<file path="src/rtl/mem_ctrl.sv">
`default_nettype none
// ============================================================================
// Module   : mem_ctrl
// Purpose  : Responder for MEM-stage load/store requests (mct_*). Each request
//            is serialised into 1, 2 or 4 byte accesses on a byte-wide
//            synchronous RAM with read latency 1. Load data is assembled
//            little-endian and zero-extended. A one-cycle mct_ok pulse marks
//            completion.
// Ports    : clk, rst        - clock, synchronous active-high reset
//            mct_e/wr/a/cu   - request valid, store flag, byte address, size
//            mct_n_i         - store data (byte 0 = bits [7:0])
//            mct_n_o         - load data, held until the next load completes
//            mct_ok          - completion pulse, one cycle wide
//            ram_a/wr/dout   - RAM byte address, write enable, write byte
//            ram_din         - RAM read byte, valid one cycle after ram_a
// Revision : 1.0 - initial release
// ============================================================================
module mem_ctrl #(
  parameter int ADDR_W = 17
) (
  input  logic              clk,
  input  logic              rst,
  input  logic              mct_e,
  input  logic              mct_wr,
  input  logic [31:0]       mct_a,
  input  logic [31:0]       mct_n_i,
  input  logic [1:0]        mct_cu,
  output logic [31:0]       mct_n_o,
  output logic              mct_ok,
  output logic [ADDR_W-1:0] ram_a,
  output logic              ram_wr,
  output logic [7:0]        ram_dout,
  input  logic [7:0]        ram_din
);

  typedef enum logic [1:0] {
    S_IDLE  = 2'd0,
    S_READ  = 2'd1,
    S_WRITE = 2'd2,
    S_DONE  = 2'd3
  } state_t;

  // Transaction state
  state_t              state_q, state_d;
  logic [2:0]          idx_q, idx_d;
  logic [2:0]          n_q, n_d;
  logic [ADDR_W-1:0]   addr_q, addr_d;
  logic [31:0]         data_q, data_d;
  logic [31:0]         asm_q, asm_d;

  // Registered outputs
  logic [ADDR_W-1:0]   ram_a_q, ram_a_d;
  logic                ram_wr_q, ram_wr_d;
  logic [7:0]          ram_dout_q, ram_dout_d;
  logic                mct_ok_q, mct_ok_d;
  logic [31:0]         mct_n_o_q, mct_n_o_d;

  // Helpers
  logic [2:0]          idx_inc;
  logic [ADDR_W-1:0]   addr_nxt;
  logic [2:0]          req_n;
  logic [7:0]          store_byte_nxt;

  // Only the low ADDR_W address bits reach the RAM. Offsets are added in
  // ADDR_W-bit arithmetic, which equals a 32-bit add followed by truncation.
  generate
    if (ADDR_W < 32) begin : g_addr_trunc
      logic unused_addr_hi;
      assign unused_addr_hi = &{1'b0, mct_a[31:ADDR_W]};
    end
  endgenerate

  assign idx_inc  = idx_q + 3'd1;
  assign addr_nxt = addr_q + {{(ADDR_W-3){1'b0}}, idx_inc};

  always_comb begin
    req_n = 3'd4;
    case (mct_cu)
      2'd2:    req_n = 3'd2;
      2'd3:    req_n = 3'd1;
      default: req_n = 3'd4;
    endcase
  end

  // Store byte for the access following the current one
  always_comb begin
    store_byte_nxt = data_q[7:0];
    case (idx_inc[1:0])
      2'd0: store_byte_nxt = data_q[7:0];
      2'd1: store_byte_nxt = data_q[15:8];
      2'd2: store_byte_nxt = data_q[23:16];
      2'd3: store_byte_nxt = data_q[31:24];
      default: store_byte_nxt = data_q[7:0];
    endcase
  end

  always_comb begin
    state_d    = state_q;
    idx_d      = idx_q;
    n_d        = n_q;
    addr_d     = addr_q;
    data_d     = data_q;
    asm_d      = asm_q;
    ram_a_d    = ram_a_q;
    ram_wr_d   = 1'b0;
    ram_dout_d = ram_dout_q;
    mct_ok_d   = 1'b0;
    mct_n_o_d  = mct_n_o_q;

    case (state_q)
      S_IDLE: begin
        if (mct_e) begin
          addr_d  = mct_a[ADDR_W-1:0];
          data_d  = mct_n_i;
          n_d     = req_n;
          idx_d   = 3'd0;
          asm_d   = 32'd0;
          // First access is presented in the cycle right after acceptance
          ram_a_d = mct_a[ADDR_W-1:0];
          if (mct_wr) begin
            state_d    = S_WRITE;
            ram_wr_d   = 1'b1;
            ram_dout_d = mct_n_i[7:0];
          end else begin
            state_d    = S_READ;
          end
        end
      end

      S_READ: begin
        // ram_din now carries the byte addressed in the previous cycle
        for (int b = 0; b < 4; b++) begin
          if (idx_q == 3'(b + 1)) begin
            asm_d[8*b +: 8] = ram_din;
          end
        end
        if (idx_q == n_q) begin
          state_d   = S_DONE;
          mct_ok_d  = 1'b1;
          mct_n_o_d = asm_d;
        end else begin
          idx_d = idx_inc;
          // The trailing capture cycle keeps the last address on the bus
          if (idx_inc < n_q) begin
            ram_a_d = addr_nxt;
          end
        end
      end

      S_WRITE: begin
        if (idx_inc == n_q) begin
          state_d  = S_DONE;
          mct_ok_d = 1'b1;
        end else begin
          idx_d      = idx_inc;
          ram_a_d    = addr_nxt;
          ram_dout_d = store_byte_nxt;
          ram_wr_d   = 1'b1;
        end
      end

      S_DONE: begin
        // Requests are not looked at here; a held mct_e is taken in IDLE
        state_d = S_IDLE;
      end

      default: begin
        state_d = S_IDLE;
      end
    endcase
  end

  always_ff @(posedge clk) begin
    if (rst) begin
      state_q    <= S_IDLE;
      idx_q      <= 3'd0;
      n_q        <= 3'd0;
      addr_q     <= '0;
      data_q     <= 32'd0;
      asm_q      <= 32'd0;
      ram_a_q    <= '0;
      ram_wr_q   <= 1'b0;
      ram_dout_q <= 8'd0;
      mct_ok_q   <= 1'b0;
      mct_n_o_q  <= 32'd0;
    end else begin
      state_q    <= state_d;
      idx_q      <= idx_d;
      n_q        <= n_d;
      addr_q     <= addr_d;
      data_q     <= data_d;
      asm_q      <= asm_d;
      ram_a_q    <= ram_a_d;
      ram_wr_q   <= ram_wr_d;
      ram_dout_q <= ram_dout_d;
      mct_ok_q   <= mct_ok_d;
      mct_n_o_q  <= mct_n_o_d;
    end
  end

  assign ram_a    = ram_a_q;
  assign ram_wr   = ram_wr_q;
  assign ram_dout = ram_dout_q;
  assign mct_ok   = mct_ok_q;
  assign mct_n_o  = mct_n_o_q;

endmodule
`default_nettype wire

</file>
<file path="config.mk">
export PLATFORM = sky130hd
export DESIGN_NAME = mem_ctrl
export DESIGN_NICKNAME = d
export VERILOG_FILES = /design/src/rtl/mem_ctrl.sv
export SDC_FILE = /design/constraint.sdc
export NUM_CORES = 1
export LEC_CHECK = 0
export ABC_CLOCK_PERIOD_IN_PS = 3200
export CAP_MARGIN = 5
export CELL_PAD_IN_SITES_DETAIL_PLACEMENT = 1
export CELL_PAD_IN_SITES_GLOBAL_PLACEMENT = 1
export CORE_UTILIZATION = 39
export CTS_BUF_LIST = sky130_fd_sc_hd__clkbuf_8
export CTS_CLUSTER_DIAMETER = 150
export DETAILED_ROUTE_END_ITERATION = 10
export PLACE_DENSITY = 0.79
export SETUP_SLACK_MARGIN = 0.4
export SLEW_MARGIN = 0
export SYNTH_ARGS = -nofsm -noshare
export SYNTH_HDL_FRONTEND = slang
export SYNTH_SLANG_ARGS = --single-unit
</file>
<file path="constraint.sdc">
create_clock -name clk -period 3.2 [get_ports clk]
set_clock_uncertainty 0.05 [all_clocks]
set_input_delay 0.48 -clock clk [delete_from_list [all_inputs] [get_ports clk]]
set_output_delay 0.48 -clock clk [all_outputs]
set_load 0.005 [all_outputs]
</file>
Word level (Yosys, flattened, before mapping)

Cells that the tools add are included.

Magnitude comparators: 1
Mux-type cells: 33
Add/sub/neg operators: 2
Reduce and logical (&&, ||, !) cells: 12
Eq/ne operators: 21

Operators with widths:

| cell                                                             | count |
|---|---|
| 17-bit two-way mux                                               | 4 |
| 32-bit one-hot mux with 2 select lines                           | 1 |
| 8-bit two-way mux                                                | 7 |
| 17-bit one-hot mux with 3 select lines                           | 1 |
| 32-bit two-way mux                                               | 1 |
| 8-bit one-hot mux with 4 select lines                            | 1 |
| 17-bit by 3-bit adder with 17-bit output                         | 1 |
| 8-bit one-hot mux with 2 select lines                            | 1 |
| 2-bit != test (second input constant)                            | 7 |
| 2-bit == test (second input constant)                            | 6 |
| 3-bit two-way mux                                                | 3 |
| 3-bit one-hot mux with 3 select lines                            | 1 |
| 2-bit two-way mux                                                | 4 |
| 2-bit one-hot mux with 4 select lines                            | 1 |
| 4-bit AND reduction                                              | 2 |
| 3-bit by 2-bit == test with 1-bit output (second input constant) | 2 |
| 3-bit == test                                                    | 2 |
| 3-bit one-hot mux with 2 select lines                            | 1 |
| 2-bit AND reduction                                              | 3 |
| 1-bit two-way mux                                                | 5 |
| 5-bit AND reduction                                              | 1 |
| 2-bit by 1-bit == test with 1-bit output (second input constant) | 2 |
| 2-bit zero test                                                  | 2 |
| 1-bit one-hot mux with 2 select lines                            | 2 |
| other kinds (7)                                                  | 8 |

Logic and storage cells: 80
Register bits after elaboration: 148
Output and inout bits: 59
Input port bits: 78

Depth between registers and ports, before layout

Depth in word-level cells: 5
Gate-level depth with buffers: 11
Mapped depth without buffers: 9

Worst setup path after synthesis

Ideal clock, no wire load.

Kind: register to register
From: register idx_q[2]
To: register ram_a_q[11], in the netlist ram_a[11]
Period minus slack after synthesis: 2.757 ns
Arrival time: 2.637 ns
Data required time: 3.080 ns
Path buffers: 2
Setup time: 0.070 ns
Cell stages (with the launch flop): 12
Slack: 0.443 ns
Cell sequence: dfxtp_1 > clkbuf_1 > inv_1 > ha_1 > inv_1 > ha_1 > nand3_1 > o21ai_0 > or4_4 > buf_2 > a211o_1 > a21oi_1

Longest elaborated chain between the ends: 5
Elaborated cells on any way between the ends: 13
Those cells by class: add/sub (2); order compare (1); eq/ne (5); mux (4); reduce/logical (1)

Ends and longest elaborated chain:

| what                                     | line | RTL |
|---|---|---|
| start: declaration                       | 45   | `logic [2:0] idx_q, idx_d;` |
| start signal: assignment                 | 188  | `idx_q <= idx_d;` |
| 3-bit by 1-bit adder with 3-bit output   | 73   | `assign idx_inc = idx_q + 3'd1;` |
| 17-bit by 3-bit adder with 17-bit output | 74   | `assign addr_nxt = addr_q + {{(ADDR_W-3){1'b0}}, idx_inc};` |
| 17-bit two-way mux                       | 144  | `if (idx_inc < n_q) begin` |
| 17-bit two-way mux                       | 137  | `if (idx_q == n_q) begin` |
| 17-bit one-hot mux with 3 select lines   | 110  | `case (state_q)` |
| end signal: assignment                   | 193  | `ram_a_q <= ram_a_d;` |
| end: declaration                         | 52   | `logic [ADDR_W-1:0] ram_a_q, ram_a_d;` |

Several ways; a longest one is shown, not always the timed one. The select of a mux whose other input is x is not followed.
A chain may end at the register's enable or synchronous reset.

Final worst setup path

From: register idx_q[0]
To: register ram_a_q[6], in the netlist ram_a[6]

The elaborated chain is that of the path after synthesis.

==> impl_results.md <==
* CTS Hold Bufs at 0
* Cell area after layout at 8340 µm²
* DIE WIDTH at 131 µm
* #FFs+latches synth at 148
* Req. time, crit path at 3530 ps
* Synth unique cells at 47
* CTS tree: done
* XOR/XNOR Fraction of Synth Area at 1.73%
* Cell Pwr Density at 824 nW/µm²
* Mapped Cells at 780
* Most numerous cell in the Yosys netlist: dfxtp_1
* Relative slew margins at 53.0%
* Drt first pass iters at 7
* Io pins at 137
* Fillcell total at 1886
* Post-Synth Simple-Gate Area at 17.7%
* Least-Margin Pin Slew at 706 ps
* Reg2Reg Depth at 9
* Vias in the first global route at 6526
* CTS H-tree lvls at 4
* Synth top area share at 45.5%
* Die H at 131 µm
* Adder-cell share of the synthesized area at 3.38%
* Max VDD drop at 0.330 mV
* RSZ-0062 raised after global routing: true
* Core Region at 16100 µm²
* Hold Crit Class: in2reg
* Synth top area cells: dfxtp_1, nand2_1, a21oi_1, mux2i_1, nor2_1
* Fmax at 0.369 GHz
* Post-route ant nets at 0
* Post-synthesis mux area share at 5.53%
* CTS sink cnt at 148
* Die area at 17200 µm²
* Hold Fails Final Rpt at 0
* Antenna violations before repair at 0
* GRT Util Overall at 23.3%
* Post-DP Area at 7850 µm²
* Post-synthesis compound-gate area fraction at 21.4%
* Crit path max fanout at 6
* Final Setup Violations at 0
* Layout area overhead at 28.0%
* Worst setup path end: ram_a[6]
* Pin count of the biggest net entering global routing at 65
* Final WL at 20100 µm
* Yosys warnings at 0
* Fin Hold WS at 342 ps
* Antenna diodes at 0
* Post-layout nets at 968
* Final Power at 0.00688 W
* Arrival @ worst endpoint at 3040 ps
* Main combinational cell family by area after synthesis: compound AO/OA/AOI/OAI gates
* Leak at 2.87 nW
* Fin crit period at 2710 ps
* CTS buffer count at 17
* Drt initial violations at 467
* FF-to-FF Start: idx_q[0]
* Dpl hpwl at 13400 µm
* Row Count at 46
* Vias at 6143
* Crit end category: register
* Final Max Tran Viols at 0
* Grt total ovfl at 0
* FF-to-FF End: ram_a[6]
* Placer's final routability congestion estimate at 0.785
* Starting Density at 40.5%
* Post-synthesis async set-or-reset flop share at 0%
* Final worst-path cycle share at 84.6%
* Clock tree buffer depth at 2
* Remaining routing DRC violations at 0
* Clock Pin Slew Worst Setup and Hold Paths at 80 ps
* Yosys top cell by area: dfxtp_1
* Post-Syn Area at 6520 µm²
* CP startpoint: idx_q[0]
* Startpoint Class: register
* CP Class: reg2reg
* Reg2Reg Setup Slack at 490 ps
* Syn Area/Cell at 8.36 µm²
* Vias/cell at 5.57
* First-pass GRT wire length at 32300 µm
* Port bufs at 121
* Core Util, Final at 51.8%
* Outcome: complete, no violations
* Maxcap violations at 0
* Setup_tns at 0 ps
* Clock Root Buffer: clkbuf_8
* Avg WL per Cell at 18.3 µm
* Net Count, Synth at 875
* Worst skew pair latency at 450 ps
* Top post-synthesis cells by count: dfxtp_1, nand2_1, nor2_1
* Layout cells sized above 1 at 8.01%
* EDFF count, synth at 0
* Share of the yosys chip area belonging to registers at 45.5%
* Primary FF master, synth: dfxtp_1
[cells by family (layout without fill, tap and decap cells)]
logic type / Yosys count / count (layout)
muxes: 36 / 36
buffers and inverters: 81 / 185
DFF: 148 / 148
adders and majority gates: 17 / 17
and+or+nand+nor: 272 / 274
xor gates and xnor gates: 12 / 12
AOI/OAI and AO/OA: 214 / 214
[worst min-delay path by stage]
stage,start,endpoint,depth (start not counted)
after CTS,rst,addr_q[10],2
after global placement,ram_a[8],ram_a[8],2
after global routing,rst,addr_q[8],2
after detailed placement,data_q[13],data_q[13],2
after floorplan,n_q[0],n_q[0],2
final,rst,addr_q[10],2
[timing repair]
action	CTS	global route
cloned	2	0
resized for setup	7	13
endpoints found under the setup margin	10	26
setup buffers	1	1
pin swaps	2	3
[placed cells by master (no fill, tap or decap), types with 3 or more instances in the layout]
cell | netlist | routed
a211o_1 | 9 | 9
a211oi_1 | 30 | 30
a21oi_1 | 80 | 77
a21oi_2 | 0 | 3
a222oi_1 | 8 | 8
a22oi_1 | 32 | 32
a311oi_1 | 9 | 9
a31o_2 | 3 | 3
and3_1 | 4 | 4
buf_4 | 0 | 16
clkbuf_8 | 0 | 19
clkdlybuf4s50_1 | 0 | 120
clkinv_2 | 0 | 5
clkinv_4 | 0 | 3
clkinvlp_4 | 0 | 3
dfxtp_1 | 148 | 146
ha_1 | 16 | 15
inv_1 | 16 | 14
mux2i_1 | 36 | 36
nand2_1 | 138 | 138
nand2b_1 | 4 | 4
nand3_1 | 19 | 17
nor2_1 | 82 | 82
nor2b_1 | 6 | 5
nor3_1 | 4 | 4
o21ai_0 | 27 | 26
o21bai_1 | 3 | 3
or4_4 | 1 | 3
xnor2_1 | 5 | 5
xor2_1 | 6 | 6
[sequential cells by signal, indices dropped and copies added (netlist names)]
name	flops
ram_a	17
addr_q	17
idx_q	3
asm_q	32
mct_n_o	32
ram_dout	8
mct_ok	1
ram_wr	1
state_q	2
n_q	3
data_q	32
[power breakdown]
group	leakage, nW	internal, W	switching (W)	total [W]
Clock	0.197	0.000729	0.000717	0.00145
Combinational	1.46	0.00127	0.00170	0.00297
Sequential	1.21	0.00222	0.000246	0.00246
[critical path, cell delays in order (launching register included)]
cell and delay, ps:
dfxtp_2 360, ha_1 220, ha_1 290, inv_2 70, ha_1 340, a21oi_2 160, a21oi_2 120, or4_4 630
a211o_1 260, a21oi_1 130
[layout make-up]
cell class                 instances  area (µm²)  area share [%]
timing repair buffer             137        1330            16.0
inverter                          16        60.1           0.720
multi-input combinational        553        3320            39.8
clock inverter                    13         134            1.60
tap                              216         270            3.24
sequential                       148        2970            35.5
clock buffer                      19         262            3.13
[through the flow]
step	setup WS (ps)	cells
after floorplan	443	780
after global placement	434	1066
after detailed placement	327	1066
after CTS	373	1101
after global routing	362	1102
final	494	1102
[per-layer routing]
layer,global-route usage [%],share of wire [%]
met1,26.6,41
met5,0,0
met2,42.0,52
met3,4.63,4.6
met4,9.88,2.4
Note: power is estimated with default switching activity, not from simulation.
